## src/rtl/ir_txrx_ctrl.sv

```systemverilog
// IR pulse-train capture and replay controller with an 8-bit register port.
// Define IR_CARRIER_EN to build the modulated-carrier generator and CARR_DIV register.
module ir_txrx_ctrl #(
  parameter int         DEPTH        = 32,
  parameter int         CNT_W        = 16,
  parameter logic [7:0] RST_PRESCALE = 8'd11
) (
  input  logic       CLKI,
  input  logic       RST,
  input  logic       IRIN,
  output logic       IROUT,
  input  logic [3:0] ADRI,
  input  logic       CSI,
  input  logic       DENI,
  input  logic       WEI,
  input  logic [7:0] WDATA,
  output logic [7:0] RDATA,
  input  logic       EXE,
  input  logic       LEARN,
  output logic       BUSY,
  output logic       DRDY,
  output logic       ERR
);
  localparam int PW = $clog2(DEPTH);
  localparam int CW = PW + 1;
  localparam logic [CW-1:0]    DEPTH_C = CW'(DEPTH);
  localparam logic [CNT_W-1:0] DUR_MAX = '1;
`ifdef IR_CARRIER_EN
  localparam logic CARR_EN = 1'b1;
`else
  localparam logic CARR_EN = 1'b0;
`endif

  typedef enum logic [1:0] {IDLE = 2'd0, LWAIT = 2'd1, LRUN = 2'd2, TX = 2'd3} state_t;
  state_t state_r, state_next;

  logic [CNT_W-1:0] mem [DEPTH];
  logic [1:0]       ctrl_r;
  logic [PW-1:0]    ptr_r, tx_idx_r, tx_idx_next_s;
  logic [CW-1:0]    count_r;
  logic [7:0]       prescale_r, pre_cnt_r, data_lo_r, rdata_r, rd_mux_s, carr_div_rd_s;
  logic [CNT_W-1:0] dur_r, tx_entry_s;
  logic [15:0]      ptr_word_s;
  logic sync1_r, sync2_r, level_r, err_r, busy_r, drdy_r, irout_r;
  logic acc_s, wr_s, rd_s, cfg_wr_s, tick_s, active_s, tx_end_s, tx_final_s;
  logic err_set_s, done_s, store_s, dur_clr_s, dur_inc_s, tx_adv_s, count_clr_s;
  logic mark_next_s, mark_drive_s;

  assign acc_s      = CSI & DENI;
  assign wr_s       = acc_s & WEI;
  assign rd_s       = acc_s & ~WEI;
  assign cfg_wr_s   = wr_s & (state_r == IDLE);
  assign tick_s     = (pre_cnt_r == prescale_r);
  assign active_s   = ~sync2_r ^ ctrl_r[1];
  assign ptr_word_s = 16'(mem[ptr_r]);
  assign tx_entry_s = mem[tx_idx_r];
  // A zero-length entry still occupies one tick.
  assign tx_end_s   = (tx_entry_s == '0) || (dur_r == tx_entry_s - CNT_W'(1));
  assign tx_final_s = (CW'(tx_idx_r) == count_r - CW'(1));
  assign tx_idx_next_s = (state_r == IDLE) ? '0 : (tx_adv_s ? tx_idx_r + PW'(1) : tx_idx_r);
  assign mark_next_s   = (state_next == TX) && !tx_idx_next_s[0];

  always_ff @(posedge CLKI) begin
    if (RST) state_r <= IDLE;
    else     state_r <= state_next;
  end

  always_comb begin
    state_next  = state_r;
    err_set_s   = 1'b0;
    done_s      = 1'b0;
    store_s     = 1'b0;
    dur_clr_s   = 1'b0;
    dur_inc_s   = 1'b0;
    tx_adv_s    = 1'b0;
    count_clr_s = 1'b0;
    case (state_r)
      IDLE: begin
        if (LEARN && EXE) begin
          err_set_s = 1'b1;
        end else if (LEARN) begin
          state_next  = LWAIT;
          count_clr_s = 1'b1;
        end else if (EXE) begin
          if (count_r == '0) begin
            err_set_s = 1'b1;
          end else begin
            state_next = TX;
            dur_clr_s  = 1'b1;
          end
        end else begin
          state_next = IDLE;
        end
      end
      LWAIT: begin
        if (active_s) begin
          state_next = LRUN;
          dur_clr_s  = 1'b1;
        end else begin
          state_next = LWAIT;
        end
      end
      LRUN: begin
        if (active_s != level_r) begin
          if (count_r == DEPTH_C) begin
            err_set_s  = 1'b1;
            done_s     = 1'b1;
            state_next = IDLE;
          end else begin
            store_s   = 1'b1;
            dur_clr_s = 1'b1;
          end
        end else if (dur_r == DUR_MAX) begin
          err_set_s  = active_s;
          done_s     = 1'b1;
          state_next = IDLE;
        end else begin
          dur_inc_s = tick_s;
        end
      end
      TX: begin
        if (tick_s && tx_end_s) begin
          if (tx_final_s) begin
            done_s     = 1'b1;
            state_next = IDLE;
          end else begin
            tx_adv_s  = 1'b1;
            dur_clr_s = 1'b1;
          end
        end else begin
          dur_inc_s = tick_s;
        end
      end
      default: state_next = IDLE;
    endcase
  end

`ifdef IR_CARRIER_EN
  logic [7:0] carr_div_r, carr_cnt_r;
  logic       carr_r, mark_start_s, carr_next_s;
  assign mark_start_s  = mark_next_s && !((state_r == TX) && !tx_idx_r[0]);
  assign carr_next_s   = mark_start_s ? 1'b1 : ((carr_cnt_r == carr_div_r) ? ~carr_r : carr_r);
  assign mark_drive_s  = ctrl_r[0] ? carr_next_s : 1'b1;
  assign carr_div_rd_s = carr_div_r;

  // Carrier phase restarts high at every mark start.
  always_ff @(posedge CLKI) begin
    if (RST) begin
      carr_div_r <= 8'd157;
      carr_r     <= 1'b1;
      carr_cnt_r <= 8'd0;
    end else begin
      if (cfg_wr_s && ADRI == 4'd6) carr_div_r <= WDATA;
      carr_r <= carr_next_s;
      if (mark_start_s || carr_cnt_r == carr_div_r) carr_cnt_r <= 8'd0;
      else                                           carr_cnt_r <= carr_cnt_r + 8'd1;
    end
  end
`else
  assign mark_drive_s  = 1'b1;
  assign carr_div_rd_s = 8'd0;
`endif

  always_ff @(posedge CLKI) begin
    if (RST) begin
      sync1_r   <= 1'b1;
      sync2_r   <= 1'b1;
      level_r   <= 1'b0;
      dur_r     <= '0;
      pre_cnt_r <= 8'd0;
      tx_idx_r  <= '0;
      busy_r    <= 1'b0;
      drdy_r    <= 1'b0;
      irout_r   <= 1'b0;
    end else begin
      sync1_r <= IRIN;
      sync2_r <= sync1_r;
      if (state_r == LWAIT && state_next == LRUN) level_r <= 1'b1;
      else if (store_s)                           level_r <= active_s;
      if (dur_clr_s)      dur_r <= '0;
      else if (dur_inc_s) dur_r <= dur_r + CNT_W'(1);
      if ((state_next != IDLE && state_next != state_r) || tick_s) pre_cnt_r <= 8'd0;
      else                                                         pre_cnt_r <= pre_cnt_r + 8'd1;
      tx_idx_r <= tx_idx_next_s;
      busy_r   <= (state_next != IDLE);
      drdy_r   <= done_s;
      irout_r  <= mark_next_s & mark_drive_s;
    end
  end

  always_ff @(posedge CLKI) begin
    if (RST) begin
      ctrl_r     <= 2'd0;
      ptr_r      <= '0;
      count_r    <= '0;
      prescale_r <= RST_PRESCALE;
      data_lo_r  <= 8'd0;
      err_r      <= 1'b0;
      rdata_r    <= 8'd0;
    end else begin
      if (wr_s && ADRI == 4'd0) ctrl_r <= {WDATA[1], WDATA[0] & CARR_EN};
      if (cfg_wr_s && ADRI == 4'd2)                    ptr_r <= WDATA[PW-1:0];
      else if ((cfg_wr_s || rd_s) && ADRI == 4'd4)      ptr_r <= ptr_r + PW'(1);
      if (count_clr_s)                    count_r <= '0;
      else if (store_s)                   count_r <= count_r + CW'(1);
      else if (cfg_wr_s && ADRI == 4'd5)  count_r <= (WDATA > 8'(DEPTH)) ? DEPTH_C : CW'(WDATA);
      if (cfg_wr_s && ADRI == 4'd7) prescale_r <= WDATA;
      if (cfg_wr_s && ADRI == 4'd3) data_lo_r  <= WDATA;
      if (err_set_s)                  err_r <= 1'b1;
      else if (wr_s && ADRI == 4'd1)  err_r <= 1'b0;
      if (rd_s) rdata_r <= rd_mux_s;
    end
  end

  // Pulse buffer keeps its contents across reset.
  always_ff @(posedge CLKI) begin
    if (!RST && store_s)                          mem[count_r[PW-1:0]] <= dur_r;
    else if (!RST && cfg_wr_s && ADRI == 4'd4)    mem[ptr_r] <= CNT_W'({WDATA, data_lo_r});
  end

  always_comb begin
    rd_mux_s = 8'd0;
    case (ADRI)
      4'd0:    rd_mux_s = {6'd0, ctrl_r};
      4'd1:    rd_mux_s = {5'd0, err_r, state_r};
      4'd2:    rd_mux_s = 8'(ptr_r);
      4'd3:    rd_mux_s = ptr_word_s[7:0];
      4'd4:    rd_mux_s = ptr_word_s[15:8];
      4'd5:    rd_mux_s = 8'(count_r);
      4'd6:    rd_mux_s = carr_div_rd_s;
      4'd7:    rd_mux_s = prescale_r;
      default: rd_mux_s = 8'd0;
    endcase
  end

  assign IROUT = irout_r;
  assign RDATA = rdata_r;
  assign BUSY  = busy_r;
  assign DRDY  = drdy_r;
  assign ERR   = err_r;
endmodule

```

## config.mk

```make
export PLATFORM = sky130hd
export DESIGN_NAME = ir_txrx_ctrl
export DESIGN_NICKNAME = d
export VERILOG_FILES = /design/src/rtl/ir_txrx_ctrl.sv
export SDC_FILE = /design/constraint.sdc
export NUM_CORES = 1
export LEC_CHECK = 0
export CORE_MARGIN = 2
export CORE_UTILIZATION = 40
export CTS_CLUSTER_SIZE = 40
export DETAILED_ROUTE_END_ITERATION = 7
export DONT_BUFFER_PORTS = 1
export HOLD_SLACK_MARGIN = 0.03
export PLACE_DENSITY = 0.56
export SETUP_SLACK_MARGIN = 0.05
export SLEW_MARGIN = 10
export SYNTH_ARGS = -nofsm -noshare
export SYNTH_HDL_FRONTEND = slang
export SYNTH_SLANG_ARGS = --single-unit
```

## constraint.sdc

```tcl
create_clock -name CLKI -period 4.6 [get_ports CLKI]
set_input_delay 0.92 -clock CLKI [delete_from_list [all_inputs] [get_ports CLKI]]
set_output_delay 0.92 -clock CLKI [all_outputs]
set_load 0.05 [all_outputs]
```

==> results <==
- The total power draw is 11.3 mW.
- The total cell area at the placement stage is 31000 um^2.
- 0 antenna diodes ended up in the layout.
- The finished layout holds 2924 standard cells, fillers aside.
- The number of iterations in the first detailed-routing pass is 7.
- For this run, the post-layout net count is 1948.
- Derived from the worst setup path, the maximum achievable clock frequency is 0.225 GHz.
- The worst hold path belongs to the class in2reg.
- Wires add up to 92700 um.
- The area share of the largest cell type after synthesis is 0.535.
- The area of the mapped netlist is 28700 um^2.
- The remaining antenna violation count after routing is 0.
- The layout has 6148 filler cells.
- The worst-case clock buffer depth is 3.
- In this run the worst path has a maximum fanout of 28.
- In the final timing run, aggregate negative setup slack is 0 ns.
- The static leakage power is 9.68 nW.
- In the final layout, the multi-input gates occupy 11300 um^2.
- The worst clock skew on the final layout is 0.0348 ns.
- The flip-flop and latch count after synthesis is 591.
- The routed layout has 18500 vias.
- In the synthesized netlist, the number of instances is 1807.
- The critical path startpoint category is a flop.
- The worst hold margin is 0.380 ns.
- The number of global-route vias before repair is 18400.
- The count of pins over their slew limit is 0.
- The pre-CTS setup slack is 0.0805 ns.
- At the end of the flow the core is filled with cells to 0.466.
- The first global-routing pass estimated 132000 um of wire.
- The layout-stage area growth over the synthesis result is 15.7%.
- Clock tree synthesis selected as its root buffer the cell clkbuf_16.
- The number of hold buffers added after CTS was 0.
- Counting every net in the synthesized netlist gives 1835.
- The clock slew at the register clock pins of the worst setup and hold paths is 0.06 ns.
- 32 I/O pins were placed.
- In this run the worst setup path begins at tx_idx_r[0].
- The number of vias per cell after detailed routing is 6.34.
- Data on the critical path arrives at its endpoint at 5.01 ns.
- The floorplan step set the die height to 272 um.
- TritonCTS built the clock tree.
- The flow ran to the end, and the final reports show no timing, DRC or antenna violations.
- The total count of hold-check failures in the final report is 0.
- The number of enable-type register cells in the synthesized netlist is 512.
- By instance count, the leading cell after synthesis is edfxtp_1.
- Setup repair after global routing left no endpoint under its margin.
- In the synthesized netlist the async set-or-reset flop fraction comes to 0.
- The worst setup slack after layout is 0.152 ns.
- Counting instances in the post-synthesis netlist gives the leading cell types as 512 x edfxtp_1, 250 x mux4_2, 125 x mux2i_1, 122 x nand2_1, 109 x nor2_1.
- The register-to-register path setup slack is 0.15 ns.
- The total of endpoints with negative setup slack in the final report is 0.
- The x dimension of the die is 272 um.
- The placement row count is 98.
- Ranked by total cell area, the synthesized netlist is headed by edfxtp_1 53%, mux4_2 20%, dfxtp_1 5.5%.
- For the pin with the worst max-slew slack, the measured transition is 1.09 ns.
- The fraction of final layout cells sized beyond drive strength 1 is 0.293.
- The post-detailed-route DRC marker count is 0.
- A synthesized cell averages 15.9 um^2.
- Among all flip-flop cells after synthesis, the most frequent one is edfxtp_1.
- The sum of overflow across all layers after global routing is 0.
- Max-cap violations in this run came to 0.
- Summed over all instances, the cell type with the most area after synthesis is edfxtp_1.
- In this run the power density over the cells is 340 nW/um^2.
- The number of antenna violations at the first check in global routing was 1.
- The sort of element at the end of the critical path is a flop.
- The final HPWL from detailed placement is 60100 um.
- The wire length per cell after detailed routing is 31.7 um.
- Across the VDD grid, the largest voltage drop is 0.249 mV.
- Buffers placed on the I/O ports in this run total 0.
- The total number of H-tree levels is 3.
- The sequential-to-total area share from yosys stat is 0.590.
- In the global route stage, overall resource usage came out at 0.251.
- The cell area after layout is 33200 um^2.
- The clock reaches the later pin of the worst-skew pair after 0.62 ns.
- Entering global routing, the biggest net connects 53 pins.
- The setup path with the least slack is of type reg2reg.
- The share of the clock period used by the worst path after layout is 0.967.
- The worst hold path begins at RST.
- The starting density of the core is 0.403.
- The count of distinct cell types in the synthesized netlist is 76.
- The critical register-to-register path startpoint is tx_idx_r[0].
- The clock net sink count is 591.
- Routability-driven placement finished with a final weighted congestion of 0.905.
- The synthesis warning total is 0.
- The instance count after placement with tap cells included is 2798.
- TritonCTS created 68 clock buffers.
- The initial DRC count is 2157.
- The register cell area after layout is 17000 um^2.
- After layout, the minimum clock period comes to 4.45 ns.
- The required time at the worst-slack endpoint is 5.16 ns.
- The floorplan step defined a core boundary enclosing 71400 um^2.
- The full die area is 74000 um^2.
- The worst-case headroom to the max-slew limit is 0.269.
## area by class of cell
| cell class | instances | share of cell area |
|---|---|---|
| Clock buffer | 93 | 0.0543 |
| Clock inverter | 31 | 0.00979 |
| Inverter | 17 | 0.00192 |
| Multi-Input combinational cell | 1073 | 0.340 |
| Sequential cell | 591 | 0.511 |
| Tap cell | 950 | 0.0358 |
| Timing Repair Buffer | 169 | 0.0473 |
## path summary, 6_finish.rpt
| kind | endpoint | cells after the start |
|---|---|---|
| min reg2reg | sync2_r | 1 |
| min | RDATA[4] | 1 |
| max | tx_idx_r[2] | 15 |
| max reg2reg | tx_idx_r[2] | 15 |
## per-layer routing
metal | GRT usage | share of wire | up-vias
met2 | 0.391 | 0.46 | 943
li1 | - | - | 7628
met5 | 0 | 0 | -
met1 | 0.352 | 0.42 | 9755
met4 | 0.0973 | 0.041 | 0
met3 | 0.0421 | 0.079 | 209
## power breakdown
group          total [mW]  switching, mW  internal [mW]
Clock                5.29           2.19           3.10
Sequential           5.79         0.0399           5.75
Combinational       0.233          0.133          0.100
Total                11.3           2.36           8.95
## state kept, by name, indices dropped and copies added, names as in the netlist, 2 cells and up, named ones only
name	flops
data_lo_r	8
count_r	6
state_r	2
RDATA	8
mem	512
dur_r	16
ptr_r	5
pre_cnt_r	8
tx_idx_r	5
prescale_r	8
## cells in the final DEF, fill, tap and decap left out, types with 33 or more instances in the layout
| cell type | netlist | routed |
|---|---|---|
| dfxtp_1 | 79 | 71 |
| edfxtp_1 | 512 | 512 |
| nand3_1 | 43 | 43 |
| nor2_1 | 109 | 76 |
| nor2_2 | 0 | 33 |
| clkbuf_16 | 0 | 68 |
| mux4_2 | 250 | 250 |
| nand2_1 | 122 | 120 |
| a21oi_1 | 45 | 45 |
| buf_4 | 9 | 144 |
| mux2i_1 | 125 | 125 |
## cells by family (layout without fill, tap and decap cells)
logic type / after synthesis / count (layout) / synth area share
XOR/XNOR: 40 / 40 / 0.0135
flip-flops: 591 / 591 / 0.590
buffers and inverters: 143 / 310 / 0.0220
AO/OA/AOI/OAI: 233 / 233 / 0.0600
adder cells (fa/ha/maj): 8 / 8 / 0.00348
multiplexers: 381 / 381 / 0.242
AND/OR/NAND/NOR: 411 / 411 / 0.0693
## critical path: stages, from the launching register on
cell and delay (ns):
dfxtp_4 0.39, buf_12 0.20, buf_12 0.26, mux4_2 0.54, a22oi_1 0.26, nand4_1 0.38, a22oi_2 0.33, nand4_1 0.16
or3_1 0.44, xnor2_2 0.17, nor4_4 0.33, buf_4 0.18, a41oi_4 0.14, buf_4 0.20, o31ai_1 0.22, buf_4 0.14
## what timing repair did
action	4_1_cts	5_1_grt
setup endpoints to repair	7	26
resized for setup	1	7
cloned	0	0
buffers inserted	0	2
pin swaps	0	2
Note: power is estimated with default switching activity, not from simulation.
